--- config.mk ---
export PLATFORM = sky130hd
export DESIGN_NAME = dvp_capture_ext
export DESIGN_NICKNAME = d
export VERILOG_FILES = /design/src/rtl/dvp_capture_ext.sv
export SDC_FILE = /design/constraint.sdc
export NUM_CORES = 1
export LEC_CHECK = 0
export ABC_AREA = 1
export CORE_MARGIN = 4
export CORE_UTILIZATION = 56
export CTS_CLUSTER_DIAMETER = 80
export DETAILED_ROUTE_END_ITERATION = 12
export MAX_ROUTING_LAYER = met4
export PLACE_DENSITY = 0.82
export SLEW_MARGIN = 0
export SYNTH_ARGS = -nofsm -noshare
export SYNTH_HDL_FRONTEND = slang
export SYNTH_SLANG_ARGS = --single-unit
export TNS_END_PERCENT = 1
--- constraint.sdc ---
create_clock -name PCLK -period 1.6 [get_ports PCLK]
set_input_delay 0.48 -clock PCLK [delete_from_list [all_inputs] [get_ports PCLK]]
set_output_delay 0.48 -clock PCLK [all_outputs]
set_load 0.01 [all_outputs]
--- src/rtl/dvp_capture_ext.sv ---
// dvp_capture_ext: DVP camera capture front end (PCLK domain).
//   Registers Vsync/Href/Data once, assembles BYTES_PER_PIX-byte pixels,
//   emits pixel-valid strobes, aligned line/frame syncs and X/Y coordinates.
//   Discards SKIP_FRAMES frames after reset (warm-up) and checks each
//   completed frame against H_ACTIVE x V_ACTIVE.
// Ports:
//   PCLK, Rst_n        clock (rising edge), async active-low reset
//   Vsync, Href, Data  DVP input bus (Vsync polarity set by VS_POL)
//   ImageState         warm-up done, outputs meaningful
//   DataValid          one-cycle strobe, DataPixel/Xaddr/Yaddr valid
//   DataPixel          assembled pixel (first byte high when MSB_FIRST=1)
//   DataHs, DataVs     Href / normalised Vsync, aligned to DataPixel, gated
//   Xaddr, Yaddr       pixel / line index of current DataPixel (saturating)
//   FrameErr           one-cycle pulse at frame start: last frame malformed
// Optional: define DVP_FRAME_STATS_EN to add FrameWidth/FrameHeight
//   (last line pixel count / last frame line count, updated at frame start).
module dvp_capture_ext #(
  parameter int DATA_W        = 8,
  parameter int BYTES_PER_PIX = 2,
  parameter int MSB_FIRST     = 1,
  parameter int VS_POL        = 1,
  parameter int SKIP_FRAMES   = 10,
  parameter int ADDR_W        = 12,
  parameter int H_ACTIVE      = 640,
  parameter int V_ACTIVE      = 480
) (
  input  logic                            PCLK,
  input  logic                            Rst_n,
  input  logic                            Vsync,
  input  logic                            Href,
  input  logic [DATA_W-1:0]               Data,
  output logic                            ImageState,
  output logic                            DataValid,
  output logic [DATA_W*BYTES_PER_PIX-1:0] DataPixel,
  output logic                            DataHs,
  output logic                            DataVs,
  output logic [ADDR_W-1:0]               Xaddr,
  output logic [ADDR_W-1:0]               Yaddr,
  output logic                            FrameErr
`ifdef DVP_FRAME_STATS_EN
  ,
  output logic [ADDR_W-1:0]               FrameWidth,
  output logic [ADDR_W-1:0]               FrameHeight
`endif
);

  localparam int PH_W = (BYTES_PER_PIX > 1) ? $clog2(BYTES_PER_PIX) : 1;
  localparam int SK_W = (SKIP_FRAMES > 1) ? $clog2(SKIP_FRAMES + 1) : 1;
  localparam logic [PH_W-1:0]   PH_LAST  = PH_W'(BYTES_PER_PIX - 1);
  localparam logic [ADDR_W-1:0] ADDR_MAX = {ADDR_W{1'b1}};

  typedef enum logic {WARMUP, READY} state_t;
  localparam state_t RST_ST = (SKIP_FRAMES == 0) ? READY : WARMUP;

  state_t state_q, state_d;

  logic              vs_r, vs_q, hr_r, hr_q;
  logic [DATA_W-1:0] d_r;
  logic [SK_W-1:0]   skip_q;
  logic [PH_W-1:0]   phase;
  logic [ADDR_W-1:0] xcnt, ycnt;
  logic              abort, bad, seen;
  logic [BYTES_PER_PIX-1:0][DATA_W-1:0] byte_q, bytes_d, pix_d;
`ifdef DVP_FRAME_STATS_EN
  logic [ADDR_W-1:0] last_w;
`endif

  logic fs, line_end, ready;
  assign fs         = vs_r & ~vs_q;
  assign line_end   = hr_q & ~hr_r;
  assign ready      = (state_q == READY);
  assign ImageState = ready;

  // input stage; Vsync normalised to active-high here
  always_ff @(posedge PCLK or negedge Rst_n) begin
    if (!Rst_n) begin
      vs_r <= 1'b0; vs_q <= 1'b0; hr_r <= 1'b0; hr_q <= 1'b0; d_r <= '0;
    end else begin
      vs_r <= (Vsync == VS_POL[0]);
      vs_q <= vs_r;
      hr_r <= Href;
      hr_q <= hr_r;
      d_r  <= Data;
    end
  end

  always_ff @(posedge PCLK or negedge Rst_n) begin
    if (!Rst_n) begin
      state_q <= RST_ST;
      skip_q  <= '0;
    end else begin
      state_q <= state_d;
      if (state_q == WARMUP && fs) skip_q <= skip_q + SK_W'(1);
    end
  end

  always_comb begin
    state_d = state_q;
    case (state_q)
      WARMUP:  if (fs && skip_q == SK_W'(SKIP_FRAMES - 1)) state_d = READY;
      default: state_d = READY;
    endcase
  end

  // incoming byte merged into the held bytes, then placed by byte order
  always_comb begin
    bytes_d        = byte_q;
    bytes_d[phase] = d_r;
    pix_d          = '0;
    for (int i = 0; i < BYTES_PER_PIX; i++) begin
      if (MSB_FIRST != 0) pix_d[BYTES_PER_PIX-1-i] = bytes_d[i];
      else                pix_d[i]                 = bytes_d[i];
    end
  end

  always_ff @(posedge PCLK or negedge Rst_n) begin
    if (!Rst_n) begin
      phase <= '0; xcnt <= '0; ycnt <= '0; byte_q <= '0;
      abort <= 1'b0; bad <= 1'b0; seen <= 1'b0;
      DataValid <= 1'b0; DataPixel <= '0; Xaddr <= '0; Yaddr <= '0;
      DataHs <= 1'b0; DataVs <= 1'b0; FrameErr <= 1'b0;
`ifdef DVP_FRAME_STATS_EN
      last_w <= '0; FrameWidth <= '0; FrameHeight <= '0;
`endif
    end else begin
      DataValid <= 1'b0;
      FrameErr  <= 1'b0;
      DataHs    <= hr_r & ready;
      DataVs    <= vs_r & ready;
      if (fs) begin
        // frame start while Href high: rest of that line is ignored
        FrameErr <= seen & ((ycnt != ADDR_W'(V_ACTIVE)) | bad | hr_r);
        seen     <= seen | (state_d == READY);
        abort    <= hr_r;
        bad      <= 1'b0;
        phase    <= '0;
        xcnt     <= '0;
        ycnt     <= '0;
`ifdef DVP_FRAME_STATS_EN
        FrameWidth  <= last_w;
        FrameHeight <= ycnt;
`endif
      end else if (hr_r && !abort) begin
        byte_q <= bytes_d;
        if (phase == PH_LAST) begin
          phase <= '0;
          if (ready) begin
            DataValid <= 1'b1;
            DataPixel <= pix_d;
            Xaddr     <= xcnt;
            Yaddr     <= ycnt;
          end
          if (xcnt != ADDR_MAX) xcnt <= xcnt + ADDR_W'(1);
        end else begin
          phase <= phase + PH_W'(1);
        end
      end else begin
        phase <= '0;
        if (line_end) begin
          if (abort) begin
            abort <= 1'b0;
          end else begin
            // a nonzero phase here means a trailing odd byte was dropped
            if (phase != '0 || xcnt != ADDR_W'(H_ACTIVE)) bad <= 1'b1;
            if (xcnt != '0 && ycnt != ADDR_MAX) ycnt <= ycnt + ADDR_W'(1);
`ifdef DVP_FRAME_STATS_EN
            last_w <= xcnt;
`endif
          end
          xcnt <= '0;
        end
      end
    end
  end

endmodule
# [Word-level counts from Yosys, hierarchy flattened]
# Cells that the tools add are included.
[totals] output_inout_bits=45 elab_cells=98 in_bits=12 regBits=105
[classes] addsub=4 bitwise=12 reduce_logical=18 n_mux=31 magnitude_cmp=2 n_eq_ne=9
[ops] op="$mux W12" count=10
[ops] op="$add A12 B1 Y12 const B" count=2
[ops] op="$ne A12 B12 Y1 const B" count=2
[ops] op="$mux W1" count=18
[ops] op="$bwmux W16" count=1
[ops] op="$ne A12 B10 Y1 const B" count=1
[ops] op="$ne A12 B9 Y1 const B" count=1
[ops] op="$reduce_and A4 Y1" count=3
[ops] op="$reduce_bool A12 Y1" count=1
[ops] op="$demux W8 S1" count=1
[ops] op="$mux W8" count=1
[ops] op="$reduce_bool A2 Y1" count=3
[ops] op="$and A1 B1 Y1" count=5
[ops] op="$logic_and A1 B1 Y1" count=5
[ops] op="$add A4 B1 Y4 const B" count=1
[ops] op="$eq A4 B4 Y1 const B" count=1
[ops] op="$not A1 Y1" count=4
[ops] op="$reduce_and A2 Y1" count=2
[ops] op="$ne A3 B2 Y1 const B" count=1
[ops] op="$ne A3 B3 Y1 const B" count=1
[ops] op="$or A1 B1 Y1" count=3
[ops] op="$reduce_and A3 Y1" count=1
[ops] op="$reduce_bool A3 Y1" count=1
[ops] op="$lt A1 B2 Y1 const B" count=1
[ops] op="other kinds (6)" count=6

# [Logic depth before layout (Yosys ltp)]
[logic_depth] word_depth=7 mapped_depth=10 mapped_depth_nobuf=9

# [Least setup slack after synthesis]
# Ideal clock, no wire load.
[synth_path] path_type="register to register" from="reg xcnt[0]" to="reg xcnt[11]" stages_incl_launch_ff=10 path_slack_ns=0.180 required_ns=1.483 synth_period_minus_slack_ns=1.420 path_buffers=0 arrival_ns=1.304 setup_time_ns=0.117 path_cell_list="dfrtp_1 > ha_1 > nand3_2 > clkinv_1 > nand2_2 > nor2_2 > nor2_1 > nand2_1 > nand2_1 > nand2_1"
[synth_between] elab_chain_len=5 elab_cells_between_ends=8 cone_classes="add/sub (1); eq/ne (2); mux (4); reduce/logical (1)"
[synth_lines] item="start, declared" line="61" text="logic [ADDR_W-1:0] xcnt, ycnt;"
[synth_lines] item="start signal, assigned" line="153" text="if (xcnt != ADDR_MAX) xcnt <= xcnt + ADDR_W'(1);"
[synth_lines] item="$add A12 B1 Y12" line="153"
[synth_lines] item="$mux W12" line="153"
[synth_lines] item="$mux W12" line="145" text="if (phase == PH_LAST) begin"
[synth_lines] item="$mux W12" line="143" text="end else if (hr_r && !abort) begin"
[synth_lines] item="$mux W12" line="130" text="if (fs) begin"
# Several ways; a longest one is shown, not always the timed one. The select of a mux whose other input is x is not followed.
# A chain may end at the register's enable or synchronous reset.

# [Final worst setup path]
[layout_path] from="reg xcnt[1]" to="reg ycnt[11]"
[layout_between] elab_chain_len=4
[layout_lines] item="$reduce_bool A12 Y1" line="165" text="if (xcnt != '0 && ycnt != ADDR_MAX) ycnt <= ycnt + ADDR_W'(1);"
[layout_lines] item="$logic_and A1 B1 Y1" line="165"
[layout_lines] item="$reduce_bool A2 Y1 (no line)"
[layout_lines] item="$reduce_and A4 Y1 (no line)"
[layout_lines] item="end signal, assigned" line="165"
[layout_lines] item="end, declared" line="61"
# Every way passes these cells.

==> reports/metrics.csv <==
stage;metric;value;unit
run_status;status;finished, final reports clean;
logic_synthesis;largest family of logic cells by synthesized area;simple AND/OR/NAND/NOR gates;
die;number of core rows;33;
logic_synthesis;Compound-Gate Fraction of Synth Area;0.0735;
timing;Worst Tran Pin Value;0.315;ns
critical_path;critical path's slowest cell;dfrtp_1;
critical_path;worst path cell trace;inv_1, ha_1, nand3_1, nor2_1, nand2_1, nand3_4, nand2_4, nand2_1, nand2_1;
timing;Final Max Tran Viols;0;
power_and_ir_drop;Clk pwr share;0.258;
logic_synthesis;Synth Instances;585;
global_route;met3 Use GR;0.0358;
timing;setup slack after layout;0.0273;ns
logic_synthesis;Synth Cell Area;4870;um2
layout;Area growth syn-to-layout;18.9;%
logic_synthesis;yosys warns;0;
logic_synthesis;post-synthesis area per instance;8.33;um2
timing;Max Fclk;0.636;GHz
timing;period utilization;0.983;
cts;Clock Sinks;105;
cts;H-Tree Level Count;3;
global_route;first-pass GRT wire length;18500;um
power_and_ir_drop;sw power;2.08;mW
global_route;met2 Use GR;0.357;
die;Die Span Y;101;um
logic_synthesis;#FFs+latches synth;105;
power_and_ir_drop;Sequential Power Share;0.522;
route;Final ANT Viol Nets;0;
cts;CTS tree;done;
layout;share of layout cells above drive strength 1;0.115;
cts;Worst-path clk slew;0.11;ns
critical_path;CP arrival;1.85;ns
placed_design;DP Area;5620;um2
die;Die Wd;101;um
logic_synthesis;area share of and/or/nand/nor cells after synthesis;0.280;
placed_design;final RePlAce weighted congestion;0.901;
placed_design;dpl hpwl;7600;um
critical_path;critical path capture point type;flop;
timing;min Tclk post-route;1.57;ns
route;DRT iter0 DRCs;273;
timing;clock skew;0.0119;ns
global_route;grt ovf;0;
critical_path;most used cell along the critical path;nand2_1;
logic_synthesis;post-synthesis sequential area ratio;0.539;
critical_path;CP delay by family, top;simple AND/OR/NAND/NOR gates;
global_route;antenna violations before repair;0;
route;DRT Pass-1 Iters;6;
cts;CTS buffer count;9;
power_and_ir_drop;Pint;4.27;mW
critical_path;Buf+Inv Stages, Crit Path;1;
logic_synthesis;Synthesized Nets;603;
placed_design;Setup WS pre-CTS;0.0651;ns
critical_path;worst-path maximum fanout;12;
cts;Clock Latency Late Sink;0.38;ns
power_and_ir_drop;switch share;0.327;
logic_synthesis;XOR/XNOR Fraction of Synth Area;0.0144;
layout;multi-input logic area;1900;um2
critical_path;CP Class;reg -> reg;
die;Die ar.;10300;um2
critical_path;biggest cell delay along the critical path;0.44;ns
route;Routed WL;10800;um
power_and_ir_drop;Power Dens Cells;1100;nW/um2
global_route;largest net degree at the start of global routing;62;
die;starting density of the core;0.584;
route;detailed-route via count;4041;
global_route;GR peak layer;met2;
timing;Final setup viols;0;
route;DR WL/cell;14.1;um
layout;ant diodes;0;
power_and_ir_drop;Comb pwr share;0.220;
route;Residual DRC;0;
cts;clk root buf;clkbuf_8;
layout;register area;2630;um2
critical_path;WP data required;1.88;ns
route;drt via density;5.29;
cts;clock tree buffer depth;2;
global_route;number of global-route vias before repair;3926;
cts;CTS Hold Bufs;0;
timing;Final Hold Viols;0;
logic_synthesis;Yosys cell types;32;
layout;FILL cells;649;
timing;RSZ-0062 raised after global routing;yes;
layout;Final Cell Area;5790;um2
placed_design;PortBufs;56;
logic_synthesis;Synth Area in Adders;0.0154;
timing;Worst slew margin;0.790;
layout;Total Nets Final;672;
hold_path;Hold Crit Class;in -> async;
run;Max-Cap Viols;0;
die;I/O pin count;57;
power_and_ir_drop;maximum VDD drop;734;uV
critical_path;startpoint type of the worst setup path;flop;
timing;setup TNS;0;ns
power_and_ir_drop;static leakage;3.04;nW
global_route;met1 Use GR;0.319;
die;CORE AREA;8340;um2
global_route;GRT Resource Usage Total;0.234;
logic_synthesis;multiplexer area fraction after synthesis;0.00205;
-- kinds of logic (layout without fill, tap and decap cells) --
kind of cell               Yosys count  count (layout)
AOI/OAI and AO/OA                   70              70
buffers and inverters               82             156
adders and majority gates            6               6
DFF                                105             105
and+or+nand+nor                    313             313
muxes                                1               1
xor gates and xnor gates             8               8
-- metrics by stage --
stage	utilization	instances	total power [mW]	hold WS, ns
final	0.695	764	6.35	0.0680
after floorplan	-	585	4.12	0.184
after detailed placement	0.674	747	4.89	0.428
after global placement	0.674	747	4.82	0.417
after CTS	0.690	763	6.38	0.0723
after global routing	0.695	764	6.75	0.0893
-- worst paths after layout --
path / from / to / slack, ns / depth (start not counted)
setup reg to reg: xcnt[1] / ycnt[11] / 0.03 / 9
min in group PCLK: hr_r / hr_q / 0.45 / 0
max in group asynchronous: Rst_n / skip_q[0] / 1.24 / 2
hold reg to reg: hr_r / hr_q / 0.45 / 0
setup / recovery: xcnt[1] / ycnt[11] / 0.03 / 9
hold / removal: Rst_n / xcnt[3] / 0.07 / 2
-- cells in the mapped netlist, drive strengths merged --
master | number | share of area
clkbuf | 3 | 0.0023
xnor2 | 1 | 0.0018
nor3 | 6 | 0.0072
buf | 20 | 0.028
clkinv | 1 | 0.00077
mux2i | 1 | 0.0021
nor3b | 2 | 0.0031
or2 | 1 | 0.0013
inv | 58 | 0.045
nand2 | 213 | 0.17
nand4 | 9 | 0.013
ha | 6 | 0.015
xor2 | 7 | 0.013
o21ai | 67 | 0.070
nand3 | 36 | 0.042
a21oi | 3 | 0.0031
nor2 | 46 | 0.041
dfrtp | 105 | 0.54
-- layout by cell type, fill, tap and decap left out, types with 5 or more instances in the layout --
| cell type | instances |
|---|---|
| xor2_1 | 7 |
| nor2_1 | 39 |
| inv_2 | 8 |
| nand2_1 | 205 |
| dfrtp_1 | 104 |
| clkbuf_8 | 9 |
| buf_4 | 23 |
| inv_1 | 51 |
| nand4_1 | 8 |
| o21ai_0 | 38 |
| o21ai_1 | 27 |
| ha_1 | 5 |
| nand3_1 | 33 |
| clkdlybuf4s50_1 | 10 |
| dlygate4sd2_1 | 41 |
-- per-layer routing --
layer	routed length (um)	up-vias	part of all wire
met4	150	0	0.014
li1	-	1974	-
met1	4860	1903	0.45
met2	5080	146	0.47
met3	679	18	0.063
met5	0	-	0
-- final cells by class --
type                            instances  share of cell area
Inverter                               59              0.0382
Clock inverter                          7              0.0119
Multi-Input combinational cell        398               0.327
Sequential cell                       105               0.454
Tap cell                              105              0.0227
Timing Repair Buffer                   81               0.125
Clock buffer                            9              0.0214
-- sequential cells by signal (all words and copies together) (netlist names) --
signal      count
DataHs          1
vs_r            1
Xaddr          12
seen            1
d_r             8
ImageState      1
abort           1
skip_q          4
hr_q            1
xcnt           12
byte_q         16
Yaddr          12
bad             1
ycnt           12
FrameErr        1
DataValid       1
hr_r            1
DataVs          1
vs_q            1
phase           1
DataPixel      16
-- what timing repair did --
action	4_1_cts	5_1_grt
pin swaps	0	0
endpoints found under the setup margin	45	40
resized for setup	45	11
endpoints found under the hold margin	0	0
buffers inserted	0	1
-- power groups by stage --
stage                     registers [mW]  logic [mW]  clock network (mW)
final                               3.31        1.40                1.64
after global routing                3.37        1.60                1.78
after CTS                           3.31        1.40                1.67
after detailed placement            3.37        1.52                   0
after global placement              3.35        1.48                   0
after floorplan                     3.44       0.688                   0
Note: power is estimated with default switching activity, not from simulation.
